File: config.mk
export PLATFORM = sky130hd
export DESIGN_NAME = adc_seq_sampler
export DESIGN_NICKNAME = d
export VERILOG_FILES = /design/src/rtl/adc_seq_sampler.sv
export SDC_FILE = /design/constraint.sdc
export NUM_CORES = 1
export LEC_CHECK = 0
export CAP_MARGIN = 10
export CORE_UTILIZATION = 35
export DETAILED_ROUTE_END_ITERATION = 16
export SLEW_MARGIN = 20
export SYNTH_ARGS = -nofsm -noshare
export SYNTH_HDL_FRONTEND = slang
export SYNTH_SLANG_ARGS = --single-unit
File: constraint.sdc
create_clock -name sys_clk -period 3.6 [get_ports sys_clk]
set_clock_uncertainty 0.2 [all_clocks]
set_input_delay 0.72 -clock sys_clk [delete_from_list [all_inputs] [get_ports sys_clk]]
set_output_delay 0.72 -clock sys_clk [all_outputs]
set_load 0.01 [all_outputs]
File: src/rtl/adc_seq_sampler.sv
// ADC channel sequencer: on each divided sample tick, sweeps the enabled channels.
// For each channel it averages 2^AVG_LOG2 conversions and emits one result.
module adc_seq_sampler #(
  parameter int NUM_CH   = 4,
  parameter int CH_BASE  = 1,
  parameter int DATA_W   = 12,
  parameter int AVG_LOG2 = 2,
  parameter int DIV_W    = 16
) (
  input  logic              sys_clk,
  input  logic              reset,
  input  logic              enable,
  input  logic [NUM_CH-1:0] ch_mask,
  input  logic [DIV_W-1:0]  rate_div,
  input  logic              clear_flags,
  output logic              cmd_valid,
  output logic [4:0]        cmd_channel,
  input  logic              cmd_ready,
  input  logic              rsp_valid,
  input  logic [4:0]        rsp_channel,
  input  logic [DATA_W-1:0] rsp_data,
  output logic              out_valid,
  output logic [2:0]        out_channel,
  output logic [DATA_W-1:0] out_data,
  input  logic              out_ready,
  output logic              busy,
  output logic              overrun,
  output logic              drop,
  output logic              mismatch
);
  localparam int ACC_W = DATA_W + AVG_LOG2;
  localparam int CNT_W = AVG_LOG2 + 1;
  localparam int IDX_W = 4;
  localparam logic [CNT_W-1:0] LAST_CNT = CNT_W'((1 << AVG_LOG2) - 1);

  typedef enum logic [2:0] {IDLE, SCAN, CMD, WAIT_RSP, EMIT} state_t;

  state_t            state;
  logic [DIV_W-1:0]  div_cnt;
  logic              tick;
  logic [NUM_CH-1:0] mask_r;
  logic [IDX_W-1:0]  idx;
  logic [ACC_W-1:0]  acc;
  logic [CNT_W-1:0]  rsp_cnt;
  logic              scan_hit;
  logic [IDX_W-1:0]  scan_idx;
  logic              out_free;

  function automatic logic [DATA_W-1:0] avg_trunc(input logic [ACC_W-1:0] a);
    return a[ACC_W-1:AVG_LOG2];
  endfunction

  function automatic logic [4:0] ch_code(input logic [IDX_W-1:0] i);
    return 5'(CH_BASE) + {1'b0, i};
  endfunction

  // Sample-rate divider
  assign tick = enable && (div_cnt == rate_div);

  always_ff @(posedge sys_clk) begin
    if (reset || !enable || tick) div_cnt <= '0;
    else                          div_cnt <= div_cnt + DIV_W'(1);
  end

  // Lowest enabled channel at or above the current index, from the latched mask
  always_comb begin
    scan_hit = 1'b0;
    scan_idx = '0;
    for (int i = NUM_CH - 1; i >= 0; i--) begin
      if (mask_r[i] && (IDX_W'(i) >= idx)) begin
        scan_hit = 1'b1;
        scan_idx = IDX_W'(i);
      end
    end
  end

  assign out_free = !out_valid || out_ready;
  assign busy     = (state != IDLE);

  // Sweep sequencer; flag sets are placed after the clear so a set wins
  always_ff @(posedge sys_clk) begin
    if (reset) begin
      state       <= IDLE;
      mask_r      <= '0;
      idx         <= '0;
      acc         <= '0;
      rsp_cnt     <= '0;
      cmd_valid   <= 1'b0;
      cmd_channel <= 5'(CH_BASE);
      out_valid   <= 1'b0;
      out_channel <= '0;
      out_data    <= '0;
      overrun     <= 1'b0;
      drop        <= 1'b0;
      mismatch    <= 1'b0;
    end else begin
      if (clear_flags) begin
        overrun  <= 1'b0;
        drop     <= 1'b0;
        mismatch <= 1'b0;
      end
      if (out_valid && out_ready) out_valid <= 1'b0;
      if (tick && (state != IDLE)) overrun <= 1'b1;
      case (state)
        IDLE: begin
          if (tick && (ch_mask != '0)) begin
            mask_r <= ch_mask;
            idx    <= '0;
            state  <= SCAN;
          end
        end
        SCAN: begin
          if (scan_hit) begin
            idx         <= scan_idx;
            acc         <= '0;
            rsp_cnt     <= '0;
            cmd_valid   <= 1'b1;
            cmd_channel <= ch_code(scan_idx);
            state       <= CMD;
          end else begin
            state <= IDLE;
          end
        end
        CMD: begin
          if (cmd_ready) begin
            cmd_valid <= 1'b0;
            state     <= WAIT_RSP;
          end
        end
        WAIT_RSP: begin
          if (rsp_valid) begin
            if (rsp_channel == cmd_channel) begin
              acc     <= acc + ACC_W'(rsp_data);
              rsp_cnt <= rsp_cnt + CNT_W'(1);
              if (rsp_cnt == LAST_CNT) begin
                state <= EMIT;
              end else begin
                cmd_valid <= 1'b1;
                state     <= CMD;
              end
            end else begin
              mismatch <= 1'b1;
            end
          end
        end
        EMIT: begin
          if (out_free) begin
            out_valid   <= 1'b1;
            out_data    <= avg_trunc(acc);
            out_channel <= idx[2:0];
          end else begin
            drop <= 1'b1;
          end
          idx   <= idx + IDX_W'(1);
          state <= SCAN;
        end
        default: state <= IDLE;
      endcase
    end
  end
endmodule

=== After elaboration in Yosys (flattened, before gate mapping) ===
Cells that the tools add are included.

* Flip-flop bits (word level): 69
* Input port bits: 44
* Output and inout bits: 26
* Logic and storage cells: 107

* Add/subtract/negate cells: 5
* Magnitude comparators: 4
* Equal/unequal tests: 13
* Multiplexer cells: 44
* Reductions and logical operators: 27

{| class="wikitable"
|+ Operators by type and width
! kind !! count
|-
| $mux W14 || 3
|-
| $pmux W14 S2 || 1
|-
| $mux W3 || 8
|-
| $mux W1 || 21
|-
| $mux W4 || 5
|-
| $add A16 B1 Y16 const B || 1
|-
| $eq A16 B16 Y1 || 1
|-
| $pmux W3 S5 || 1
|-
| $add A14 B12 Y14 || 1
|-
| $ne A2 B2 Y1 const B || 6
|-
| $pmux W4 S3 || 1
|-
| $eq A3 B2 Y1 const B || 3
|-
| $reduce_bool A3 Y1 || 3
|-
| $ge A1 B4 Y1 const A || 2
|-
| $ge A2 B4 Y1 const A || 2
|-
| $logic_and A1 B1 Y1 || 8
|-
| $reduce_and A4 Y1 || 2
|-
| $pmux W3 S2 || 1
|-
| $reduce_and A2 Y1 || 3
|-
| $reduce_and A6 Y1 || 1
|-
| $add A1 B4 Y5 const A || 1
|-
| $eq A5 B5 Y1 || 1
|-
| $add A4 B1 Y4 const B || 1
|-
| $mux W2 || 2
|-
| other kinds (10) || 14
|}

=== Longest topological paths before layout ===
* Word-level depth: 8
* Depth in mapped cells: 9

=== Least setup slack after synthesis ===
No wires, ideal clock.

* Path type: input to register
* From: input rsp_data[0]
* To: register acc[10]
* Setup time: 120 ps
* Data arrival time: 2329 ps
* Required time: 3280 ps
* Path slack: 951 ps
* Stages on the path: 9
* Cells stage by stage: ha_1 > inv_1 > fa_1 > nand2b_1 > a21oi_1 > o22ai_1 > o21ai_0 > nor4_1 > a211o_1

* Cells in the longest elaborated chain, start to end: 4

{| class="wikitable"
|+ RTL lines
! item !! RTL line !! RTL
|-
| start: declaration || 21 || <nowiki>input logic [DATA_W-1:0] rsp_data,</nowiki>
|-
| $add A14 B12 Y14 || 133 || <nowiki>acc <= acc + ACC_W'(rsp_data);</nowiki>
|-
| $mux W14 || 132 || <nowiki>if (rsp_channel == cmd_channel) begin</nowiki>
|-
| $mux W14 || 131 || <nowiki>if (rsp_valid) begin</nowiki>
|-
| $pmux W14 S2 || 104 || <nowiki>case (state)</nowiki>
|-
| end signal: assignment || 133 ||
|-
| end: declaration || 43 || <nowiki>logic [ACC_W-1:0] acc;</nowiki>
|}

Every way passes these cells. The select of a mux whose other input is x is not followed.
A chain may end at the register's enable or synchronous reset.

=== Final worst setup path ===
* From: input rsp_data[0]
* To: register acc[12]

Same word-level chain as after synthesis.

==> impl_metrics.tcl <==
set metrics [dict create \
    hpwl_um 6280 \
    die_w_um 103 \
    async_reset_ff_frac 0 \
    hp-class "reg2reg" \
    drive_above_1_share 0.0525 \
    grt_max_degree 52 \
    nets 554 \
    dpl.cell_count 612 \
    holdWs_ns 0.255 \
    ios 70 \
    synth_seq_cells 67 \
    firstDrtPassIters 6 \
    fin_setup_tns_ns 0 \
    drc 0 \
    antenna_found_initial 0 \
    place_area_sq_um 4350 \
    finalInstanceArea_sq_um 4550 \
    totalWireLength_um 8480 \
    timing.rr.start "idx[1]" \
    startpoint_type "input port" \
    synth.area.top_cells "dfxtp_1 (38%), xnor2_1 (7.6%), ha_1 (6.7%)" \
    period_share 0.862 \
    viasPerCell 4.94 \
    synth_top_family_by_area "simple AND/OR/NAND/NOR gates" \
    ff2ff_path_depth 8 \
    p_leak_nw 1.63 \
    fin_crit_ns 3.10 \
    utilization 0.463 \
    maxCapViolations 0 \
    clkSinkCount 67 \
    drt-initial-drc-count 117 \
    holdCritStartpoint "out_data[2]" \
    ctsRootBufferMaster "clkbuf_8" \
    cts_setup_buffers 0 \
    synth-simple-area-share 0.228 \
    grt_pass1_vias 2957 \
    synth_area_leader_cell "dfxtp_1" \
    num_vias 3104 \
    setup.worst_path.class "in2reg" \
    worstHoldEndpoint "out_data[2]" \
    seq_area_frac_synth 0.376 \
    clk_pin_slew_worst_paths_ns 0.07 \
    use_met2 0.281 \
    htree_levels 3 \
    place_congestion 0.846 \
    slew_viol_final 0 \
    rows 36 \
    coreArea_sq_um 9820 \
    cts_tree "done" \
    crit_fanout 3 \
    power_mw 1.47 \
    setup_viol 0 \
    synth_compound_area_frac 0.161 \
    die_y_um 103 \
    grt_util_all_layers 0.169 \
    netlist.area_leader.share 0.376 \
    ir_drop_mv 0.197 \
    synth_cells 425 \
    dp_slack_ns 0.196 \
    ys_types 59 \
    wl_per_cell_um 13.5 \
    final_cells 628 \
    synth_warnings 0 \
    grtUsageMet3 0.0651 \
    synth_adder_area_share 0.0722 \
    die_area_sq_um 10600 \
    slew_headroom 0.638 \
    cts_buffers 9 \
    grtUsageMet1 0.204 \
    yosysMostFrequentCell "dfxtp_1" \
    p_per_area_nw_per_um2 324 \
    initial_core_util 0.364 \
    status "finished clean" \
    r2r-end "acc[9]" \
    worst-endpoint-required_ns 3.64 \
    r2r_slack_ns 0.88 \
    postCtsResizedCells 0 \
    clockBufferDepth 2 \
    max_freq_mhz 322 \
    syn_avg_cell_area_sq_um 8.40 \
    grt_busiest_layer "met2" \
    n_antenna_cell 0 \
    cts_hold_buf 0 \
    netlist_area_sq_um 3570 \
    ys.flop_type "dfxtp_1" \
    muxShareOfSynthArea 0.0196 \
    arrival_ns 3.15 \
    setup_slack_ns 0.495 \
    tightest_slew_ns 0.540 \
    clkLatencyLatePin_ns 0.34 \
    grt-ovfl-total 0 \
    port_buffers 67 \
    grt_setup_unrepaired "false" \
    hold_path_depth 2 \
    cp-end-kind "flop" \
    yosys.area_share.xor_xnor 0.103 \
    synth_common_cells "dfxtp_1 (67), nand2_1 (56), nor2_1 (53), a21oi_1 (33), xnor2_1 (31)" \
    syn_to_final_growth_pct 27.3 \
    grt_pass1_wl_um 13900 \
    antenna_left 0 \
    synth_edf_count 0 \
    hold_violations 0 \
]
==> registers in the layout (all words and copies together), names as in the netlist <==
signal and count:
div_cnt 16, acc 14, out_data 12, idx 4
mask_r 4, cmd_channel 3, out_channel 3, rsp_cnt 3
state 3, cmd_valid 1, drop 1, mismatch 1
out_valid 1, overrun 1
==> power by group <==
part | switching, mW | internal [mW] | leakage (nW)
combinational | 0.0431 | 0.0634 | 0.995
sequential | 0.00141 | 0.742 | 0.540
clock | 0.290 | 0.335 | 0.0991
total | 0.334 | 1.14 | 1.63
==> placed cells by master, fill, tap and decap left out, types with 3 or more instances in the layout <==
cell	instances
and2_1	4
clkinv_2	3
a311oi_1	3
nand2_1	56
nor2b_1	6
nor2_1	53
o21ai_0	9
nor3_1	6
clkbuf_8	10
inv_1	15
mux2i_1	7
xnor2_1	31
nand4_1	6
dfxtp_1	67
ha_1	19
nor3b_1	3
a22oi_1	5
a31oi_1	4
o21a_1	4
xor2_1	11
a211oi_1	6
clkdlybuf4s50_1	67
o21bai_1	4
nand2b_1	8
nand3_1	11
a21oi_1	33
and3_1	3
==> routing by layer <==
metal | up-vias | wire, um | part of all wire
li1 | 1591 | - | -
met1 | 1432 | 3940 | 0.46
met2 | 73 | 3890 | 0.46
met3 | 8 | 579 | 0.068
met4 | 0 | 78 | 0.0092
met5 | - | 0 | 0
==> worst max-delay path, stage by stage <==
cell and delay, ns:
clkdlybuf4s50_1 0.47, ha_1 0.20, inv_1 0.07, fa_1 0.38
nand2b_1 0.19, a21oi_1 0.27, o22ai_1 0.22, o21ai_0 0.29
a211oi_1 0.12, a31o_2 0.22
==> area by class of cell <==
cell class              count  area, sq um
fillers                  1021         5270
multi-input cells         328         2090
flip-flops and latches     67         1340
repair buffers             69          698
well taps                 133          166
clock buffers              11          141
inverters                  15         56.3
clock inverters             5         52.6
==> cell families (layout without fill, tap and decap cells) <==
family | after synthesis | count (layout)
buf+inv | 31 | 100
mux | 7 | 7
xor+xnor | 42 | 42
flops | 67 | 67
simple gates | 172 | 172
other cells | 1 | 2
fa+ha+maj | 20 | 20
compound gates | 85 | 85
==> worst max-delay path by stage <==
stage	startpoint	end	slack, ns	cells past startpoint
after floorplan	rsp_data[0]	acc[10]	0.95	9
after global routing	rsp_data[0]	acc[12]	0.43	10
after CTS	rsp_data[0]	acc[12]	0.57	10
after detailed placement	rsp_data[0]	acc[12]	0.20	10
after global placement	rsp_data[0]	acc[10]	0.34	10
final	rsp_data[0]	acc[12]	0.50	10
Power figures use the tool's default switching activity.
